[src/rtl/fifo_pkg.sv]
// Shared defaults and width helpers for the fifo_gen FIFO.
package fifo_pkg;

    localparam int DEF_DATA_W = 8;
    localparam int DEF_ADDR_W = 2;

    // Occupancy counter width: it must hold 0..2**addr_w inclusive.
    function automatic int cnt_w(input int addr_w);
        return addr_w + 1;
    endfunction

endpackage

[src/rtl/fifo_ram.sv]
// Simple dual-port storage: synchronous write, asynchronous read, no reset on contents.
module fifo_ram #(
    parameter int DATA_W = 8,
    parameter int ADDR_W = 2
) (
    input  logic              clk,
    input  logic              we,
    input  logic [ADDR_W-1:0] w_addr,
    input  logic [DATA_W-1:0] w_data,
    input  logic [ADDR_W-1:0] r_addr,
    output logic [DATA_W-1:0] r_data
);

    logic [DATA_W-1:0] mem [2**ADDR_W];

    always_ff @(posedge clk) begin
        if (we) begin
            mem[w_addr] <= w_data;
        end
    end

    // Combinational read gives first-word-fall-through at the head pointer.
    assign r_data = mem[r_addr];

endmodule

[src/rtl/fifo_gen.sv]
// Synchronous FWFT FIFO: pointer, occupancy and sticky error logic around fifo_ram.
module fifo_gen
    import fifo_pkg::*;
#(
    parameter int DATA_W = DEF_DATA_W,
    parameter int ADDR_W = DEF_ADDR_W,
    parameter int AF_LVL = (2**ADDR_W) - 1,
    parameter int AE_LVL = 1
) (
    input  logic                        clk,
    input  logic                        rst_n,
    input  logic                        clr,
    input  logic                        wr,
    input  logic [DATA_W-1:0]           w_data,
    input  logic                        rd,
    output logic [DATA_W-1:0]           r_data,
    output logic                        empty,
    output logic                        full,
    output logic                        almost_empty,
    output logic                        almost_full,
    output logic [cnt_w(ADDR_W)-1:0]    count,
    output logic                        overflow,
    output logic                        underflow
);

    localparam int CW    = cnt_w(ADDR_W);
    localparam int DEPTH = 2**ADDR_W;
    localparam logic [CW-1:0] DEPTH_C = CW'(DEPTH);
    localparam logic [CW-1:0] AF_C    = CW'(AF_LVL);
    localparam logic [CW-1:0] AE_C    = CW'(AE_LVL);

    logic [ADDR_W-1:0] w_ptr_reg;
    logic [ADDR_W-1:0] r_ptr_reg;
    logic [CW-1:0]     count_reg;
    logic [CW-1:0]     count_next;
    logic              overflow_reg;
    logic              underflow_reg;
    logic              rd_ok;
    logic              wr_ok;

    // Flags come only from the registered count, never from wr/rd.
    assign empty        = (count_reg == '0);
    assign full         = (count_reg == DEPTH_C);
    assign almost_empty = (count_reg <= AE_C);
    assign almost_full  = (count_reg >= AF_C);
    assign count        = count_reg;
    assign overflow     = overflow_reg;
    assign underflow    = underflow_reg;

    // A read frees a slot this cycle, so a write into a full FIFO still fits.
    assign rd_ok = rd && !empty;
    assign wr_ok = wr && (!full || rd_ok);

    always_comb begin
        count_next = count_reg;
        unique case ({wr_ok, rd_ok})
            2'b10:   count_next = count_reg + 1'b1;
            2'b01:   count_next = count_reg - 1'b1;
            default: count_next = count_reg;
        endcase
    end

    always_ff @(posedge clk or negedge rst_n) begin
        if (!rst_n) begin
            w_ptr_reg     <= '0;
            r_ptr_reg     <= '0;
            count_reg     <= '0;
            overflow_reg  <= 1'b0;
            underflow_reg <= 1'b0;
        end else if (clr) begin
            w_ptr_reg     <= '0;
            r_ptr_reg     <= '0;
            count_reg     <= '0;
            overflow_reg  <= 1'b0;
            underflow_reg <= 1'b0;
        end else begin
            if (wr_ok) begin
                w_ptr_reg <= w_ptr_reg + 1'b1;
            end
            if (rd_ok) begin
                r_ptr_reg <= r_ptr_reg + 1'b1;
            end
            count_reg     <= count_next;
            overflow_reg  <= overflow_reg  | (wr && !wr_ok);
            underflow_reg <= underflow_reg | (rd && empty);
        end
    end

    fifo_ram #(
        .DATA_W (DATA_W),
        .ADDR_W (ADDR_W)
    ) u_ram (
        .clk    (clk),
        .we     (wr_ok && !clr),
        .w_addr (w_ptr_reg),
        .w_data (w_data),
        .r_addr (r_ptr_reg),
        .r_data (r_data)
    );

endmodule

[config.mk]
export PLATFORM = sky130hd
export DESIGN_NAME = fifo_gen
export DESIGN_NICKNAME = d
export VERILOG_FILES = /design/src/rtl/fifo_pkg.sv /design/src/rtl/fifo_ram.sv /design/src/rtl/fifo_gen.sv
export SDC_FILE = /design/constraint.sdc
export NUM_CORES = 1
export LEC_CHECK = 0
export ABC_CLOCK_PERIOD_IN_PS = 4100
export CAP_MARGIN = 30
export CORE_MARGIN = 1
export CORE_UTILIZATION = 50
export DETAILED_ROUTE_END_ITERATION = 16
export PLACE_DENSITY = 0.86
export SYNTH_ARGS = -nofsm -noshare
export SYNTH_HDL_FRONTEND = slang
export SYNTH_SLANG_ARGS = --single-unit
[constraint.sdc]
create_clock -name clk -period 4.1 [get_ports clk]
set_input_delay 0.41 -clock clk [delete_from_list [all_inputs] [get_ports clk]]
set_output_delay 0.41 -clock clk [all_outputs]
set_load 0.05 [all_outputs]
==> results of run 1 <==
[power breakdown]
part / internal [W] / leakage, nW / total, W / switching [W]
clock: 0.000181 / 0.0552 / 0.000310 / 0.000129
sequential: 0.000477 / 0.411 / 0.000518 / 0.0000414
combinational: 0.000198 / 0.383 / 0.000535 / 0.000337
total: 0.000855 / 0.850 / 0.00136 / 0.000508
[Yosys cell counts (2+ instances only)]
| cell type | number | share of area |
|---|---|---|
| edfxtp_1 | 32 | 0.51 |
| dfrtp_1 | 9 | 0.12 |
| ha_1 | 9 | 0.059 |
| a21oi_1 | 8 | 0.021 |
| mux4_1 | 8 | 0.11 |
| inv_1 | 7 | 0.014 |
| nor2_1 | 6 | 0.012 |
| and2_1 | 5 | 0.016 |
| o21ai_0 | 5 | 0.013 |
| nand3_1 | 3 | 0.0079 |
| a22oi_1 | 2 | 0.0079 |
| inv_2 | 2 | 0.0039 |
[kinds of logic after synthesis]
kind of cell	synth area share
buffers and inverters	0.0421
and+or+nand+nor	0.0730
adders and majority gates	0.0592
DFF	0.624
muxes	0.122
AOI/OAI and AO/OA	0.0803
[area by class of cell]
cell class | count | area [µm²]
fillers | 272 | 1340
flip-flops and latches | 41 | 1190
multi-input cells | 66 | 636
repair buffers | 29 | 290
clock buffers | 6 | 72.6
well taps | 48 | 60.1
inverters | 10 | 40.0
clock inverters | 2 | 35.0
[placed cells by master (no fill, tap or decap), drive strengths merged]
| cell | synthesis | routed |
|---|---|---|
| nand3b | 1 | 1 |
| nand2 | 1 | 1 |
| o31ai | 1 | 1 |
| or2 | 1 | 1 |
| clkinv | 0 | 1 |
| nand3 | 3 | 3 |
| nand2b | 2 | 2 |
| mux2i | 1 | 1 |
| a2111oi | 1 | 1 |
| a22oi | 2 | 2 |
| clkbuf | 3 | 6 |
| clkdlybuf4s50 | 0 | 29 |
| nor3 | 2 | 2 |
| edfxtp | 32 | 32 |
| mux4 | 8 | 8 |
| nor2 | 6 | 6 |
| o21ai | 5 | 5 |
| and3b | 1 | 1 |
| o211ai | 1 | 1 |
| ha | 9 | 9 |
| a21o | 1 | 1 |
| or4 | 1 | 1 |
| nor2b | 1 | 1 |
| a211oi | 1 | 1 |
| and2 | 5 | 5 |
| dfrtp | 9 | 9 |
| a22o | 1 | 1 |
| mux2 | 1 | 1 |
| a41o | 1 | 1 |
| a21oi | 8 | 8 |
| bufinv | 0 | 1 |
| inv | 10 | 10 |
| a311oi | 1 | 1 |
[layer usage]
layer | global-route usage | vias up | share of wire
met1 | 0.199 | 563 | 0.41
met5 | 0 | - | 0
met2 | 0.327 | 35 | 0.52
met3 | 0.0543 | 5 | 0.045
li1 | - | 531 | -
met4 | 0.0653 | 0 | 0.016
[critical path, cell delays in order (launching register included)]
cell	delay, ns
dfrtp_1	0.67
mux4_1	0.63
clkdlybuf4s50_1	0.72
[stage by stage]
step | total power, W | utilization
2_1_floorplan | 0.000906 | -
3_3_place_gp | 0.00104 | 0.604
3_5_place_dp | 0.00106 | 0.604
4_1_cts | 0.00137 | 0.634
5_1_grt | 0.00143 | 0.634
6_report | 0.00136 | 0.634
[final timing paths]
path,end,start
worst max-delay path,r_data[0],r_ptr_reg[0]
worst min-delay path,count[2],rst_n
worst max register to register,u_ram.mem[2][1],count[0]
worst min register to register,underflow,underflow
max in group asynchronous,w_ptr_reg[0],rst_n
min in group clk,underflow,underflow
==> flow_summary.json, run 1 <==
{
  "ir_drop_mv": 0.390,
  "synth_top_flop_cell": "edfxtp_1",
  "tns_ns": 0,
  "routed_wl_um": 3300,
  "grt_max_degree": 14,
  "maxSlewViolCount": 0,
  "insertion_delay_ns": 0.29,
  "critPathKind": "flop to output port",
  "drc_errors": 0,
  "htree_levels": 2,
  "drtIter0Drc": 26,
  "gr-total-overflow": 0,
  "largest_reg_flops": 32,
  "async_reset_ff_frac": 0.220,
  "stdcell_area_um2": 2320,
  "finalWorstSetupSlack_ns": 1.39,
  "ys_ff_latch": 41,
  "cts_buffers": 5,
  "syn_to_final_growth_pct": 22.0,
  "cts_repair_resize_count": 0,
  "status": "finished, final reports clean",
  "cts_buffer_depth": 2,
  "initial_utilization": 0.519,
  "cts-root-buf": "clkbuf_8",
  "io_buffers": 29,
  "drive_above_1_share": 0.0844,
  "rows": 22,
  "setup_viol": 0,
  "p_leak_nw": 0.850,
  "antenna_found_initial": 0,
  "syn_inst": 123,
  "max-cap-violations": 0,
  "finalNonFillerCells": 202,
  "postCtsSetupBuffers": 0,
  "place.gp.congestion": 0.836,
  "io_pins": 30,
  "routed-via-count": 1134,
  "cts.sinks": 41,
  "synthDistinctLibCells": 39,
  "placed_cell_area_um2": 2210,
  "synth_area_um2": 1900,
  "vias_per_cell": 5.61,
  "timing.hold.ws_ns": 0.434,
  "die_area_um2": 4050,
  "hold_class": "input pin to asynchronous set/reset pin",
  "grt_pass1_wl_um": 5350,
  "fin_crit_sh": 0.662,
  "core_um2": 3660,
  "wl_per_cell_um": 16.3,
  "clock.fmax_ghz": 0.369,
  "cp-end-kind": "output port",
  "relSlewSlack": 0.655,
  "yosys_warnings": 0,
  "fin_crit_ns": 2.71,
  "finalHoldViolCount": 0,
  "ys_seq_area_frac": 0.624,
  "grt_pass1_vias": 1188,
  "syn_area_per_cell_um2": 15.5,
  "rrSetupSlack_ns": 2.00,
  "fin_nets": 175,
  "rsz0062_at_grt": "no",
  "cp_max_fo": 10,
  "fp.dieH_um": 63.7,
  "ant_nets": 0,
  "grt_usage": 0.181,
  "ff2ff_path_depth": 5,
  "cts_tree": "done",
  "syn_nets": 145,
  "firstDrtPassIters": 4,
  "hold_buffers": 0,
  "cp_data_required_time_ns": 3.69,
  "dp_hpwl_um": 2430,
  "worstPathArrival_ns": 2.30,
  "pwr_density_cell_nw_per_um2": 588,
  "fin_skew_ns": 0.00326,
  "synth_edf_count": 32,
  "fp.dieW_um": 63.7,
  "clkTransAtPathRegs_ns": 0.07,
  "cp-start-kind": "flop",
  "dp_slack_ns": 1.67,
  "dp_cells": 194,
  "num_antenna_cells": 0,
  "worstMarginPinSlew_ns": 0.517
}
No activity file was read; power rests on OpenSTA's default activity.
==> run 2: changes to the inputs <==
ABC_CLOCK_PERIOD_IN_PS = 2500   (was 4100)
clock period = 2.5 ns   (was 4.1 ns; I/O delays follow)
==> run 2 against run 1 <==
- core utilization rose by 0.62 points
- clock power increased by 61%
- total power grew 64%
- setup slack got worse by 1.2 ns
- largest cell class unchanged
- largest power group unchanged
==> flow_summary.json, run 2 (same netlist as run 1, synthesis figures left out) <==
{
  "die_area_um2": 4050,
  "drtIter0Drc": 29,
  "grt_usage": 0.188,
  "cts_buffers": 5,
  "nFillCells": 274,
  "insertion_delay_ns": 0.29,
  "grt_max_degree": 14,
  "finalHoldViolCount": 0,
  "max-cap-violations": 0,
  "setup_viol": 0,
  "vias_per_cell": 5.49,
  "fp.dieW_um": 63.7,
  "drc_errors": 0,
  "final_common_cell": "edfxtp_1",
  "core_um2": 3660,
  "ir_drop_mv": 0.704,
  "tns_ns": 0,
  "htree_levels": 2,
  "final_cell_mix": "edfxtp_1, clkdlybuf4s50_1, ha_1",
  "fin_crit_ns": 2.34,
  "slowest_stage": "clkdlybuf4s50_1",
  "grt_pass1_wl_um": 5530,
  "hold_class": "input pin to asynchronous set/reset pin",
  "fp.dieH_um": 63.7,
  "pwr_density_cell_nw_per_um2": 952,
  "firstDrtPassIters": 4,
  "max_stage_delay_ns": 0.71,
  "io_pins": 30,
  "cp-end-kind": "output port",
  "cp_data_required_time_ns": 2.25,
  "relSlewSlack": 0.661,
  "wl_per_cell_um": 16.3,
  "fin_nets": 179,
  "status": "finished, final reports clean",
  "drive_above_1_share": 0.121,
  "path_delay_family": "buffers and inverters",
  "cp_cell_sequence": "mux4_1, clkdlybuf4s50_1",
  "num_antenna_cells": 0,
  "clkTransAtPathRegs_ns": 0.07,
  "syn_to_final_growth_pct": 23.2,
  "critPathBufInv": 1,
  "area.sequential_um2": 1190,
  "multi_input_area_um2": 636,
  "cts_buffer_depth": 2,
  "cts_tree": "done",
  "largest_reg_flops": 32,
  "hold_buffers": 0,
  "io_buffers": 29,
  "maxSlewViolCount": 0,
  "routed-via-count": 1125,
  "rrSetupSlack_ns": 0.39,
  "rsz0062_at_grt": "no",
  "cp-start-kind": "flop",
  "ant_nets": 0,
  "p_leak_nw": 0.874,
  "place.gp.congestion": 0.749,
  "cts-root-buf": "clkbuf_8",
  "grt_pass1_vias": 1147,
  "dp_hpwl_um": 2400,
  "cp_max_fo": 9,
  "worstPathArrival_ns": 2.09,
  "clock.fmax_ghz": 0.428,
  "worstMarginPinSlew_ns": 0.507,
  "critPathKind": "flop to output port",
  "postCtsSetupBuffers": 0,
  "gr-total-overflow": 0,
  "routed_wl_um": 3350,
  "final_util": 0.640,
  "rows": 22,
  "antenna_found_initial": 0,
  "initial_utilization": 0.519,
  "fin_skew_ns": 0.00464,
  "fin_crit_sh": 0.934,
  "cts.sinks": 41
}
## run 2: cell count changes in the layout (fill, tap and decap cells not counted)
cell	previous run	this run
buf_4	0	5
clkdlybuf4s50_1	29	26
clkbuf_1	1	0
dlygate4sd2_1	0	2
dfrtp_2	0	1
dfrtp_1	9	8
## run 2: stage by stage
step                      total power, W  area [µm²]  hold slack [ns]  std cells  worst slack, ns
after global placement           0.00172        2240            0.487        198            0.368
final                            0.00223        2340            0.275        205            0.164
after floorplan                  0.00149        1900          -0.0456        123            0.251
after global routing             0.00233        2340            0.304        205           0.0544
after detailed placement         0.00175        2240            0.497        198            0.325
after CTS                        0.00225        2340            0.284        205          0.00729
## run 2: area by class of cell
type / instances / share of cell area
clock buffers: 5 / 0.0294
clock inverters: 2 / 0.0150
inverters: 10 / 0.0171
multi-input cells: 66 / 0.271
flip-flops and latches: 41 / 0.507
well taps: 48 / 0.0256
repair buffers: 33 / 0.135
## run 2: final timing paths
path,endpoint,cells after the start,start
max in group asynchronous,r_ptr_reg[0],1,rst_n
max reg2reg,u_ram.mem[3][2],5,count[1]
min,count[0],1,rst_n
min reg2reg,underflow,2,underflow
max,r_data[7],2,r_ptr_reg[0]
min in group clk,underflow,2,underflow
## run 2: worst reg2reg max path, delay by kind of cell, from the launching register on
family,cells,cell delay [ns]
flip-flops,1,0.44
buffers and inverters,1,0.15
adder cells (fa/ha/maj),1,0.31
AND/OR/NAND/NOR,3,0.87
## run 2: repair_timing
action / in CTS / in global routing
setup endpoints to repair: 2 / 7
pin swaps: 0 / 0
gates resized for setup: 2 / 1
## run 2: power breakdown
group	leakage, nW	internal (W)	switching [W]
registers	0.410	0.000784	0.0000628
logic	0.410	0.000324	0.000561
clock network	0.0540	0.000290	0.000210
## run 2: routing by layer
metal  vias to the layer above  global-route usage  part of all wire
met5                         -                   0                 0
met4                         0              0.0909             0.022
met3                         9              0.0489             0.045
met2                        38               0.316              0.51
met1                       542               0.220              0.42
li1                        536                   -                 -
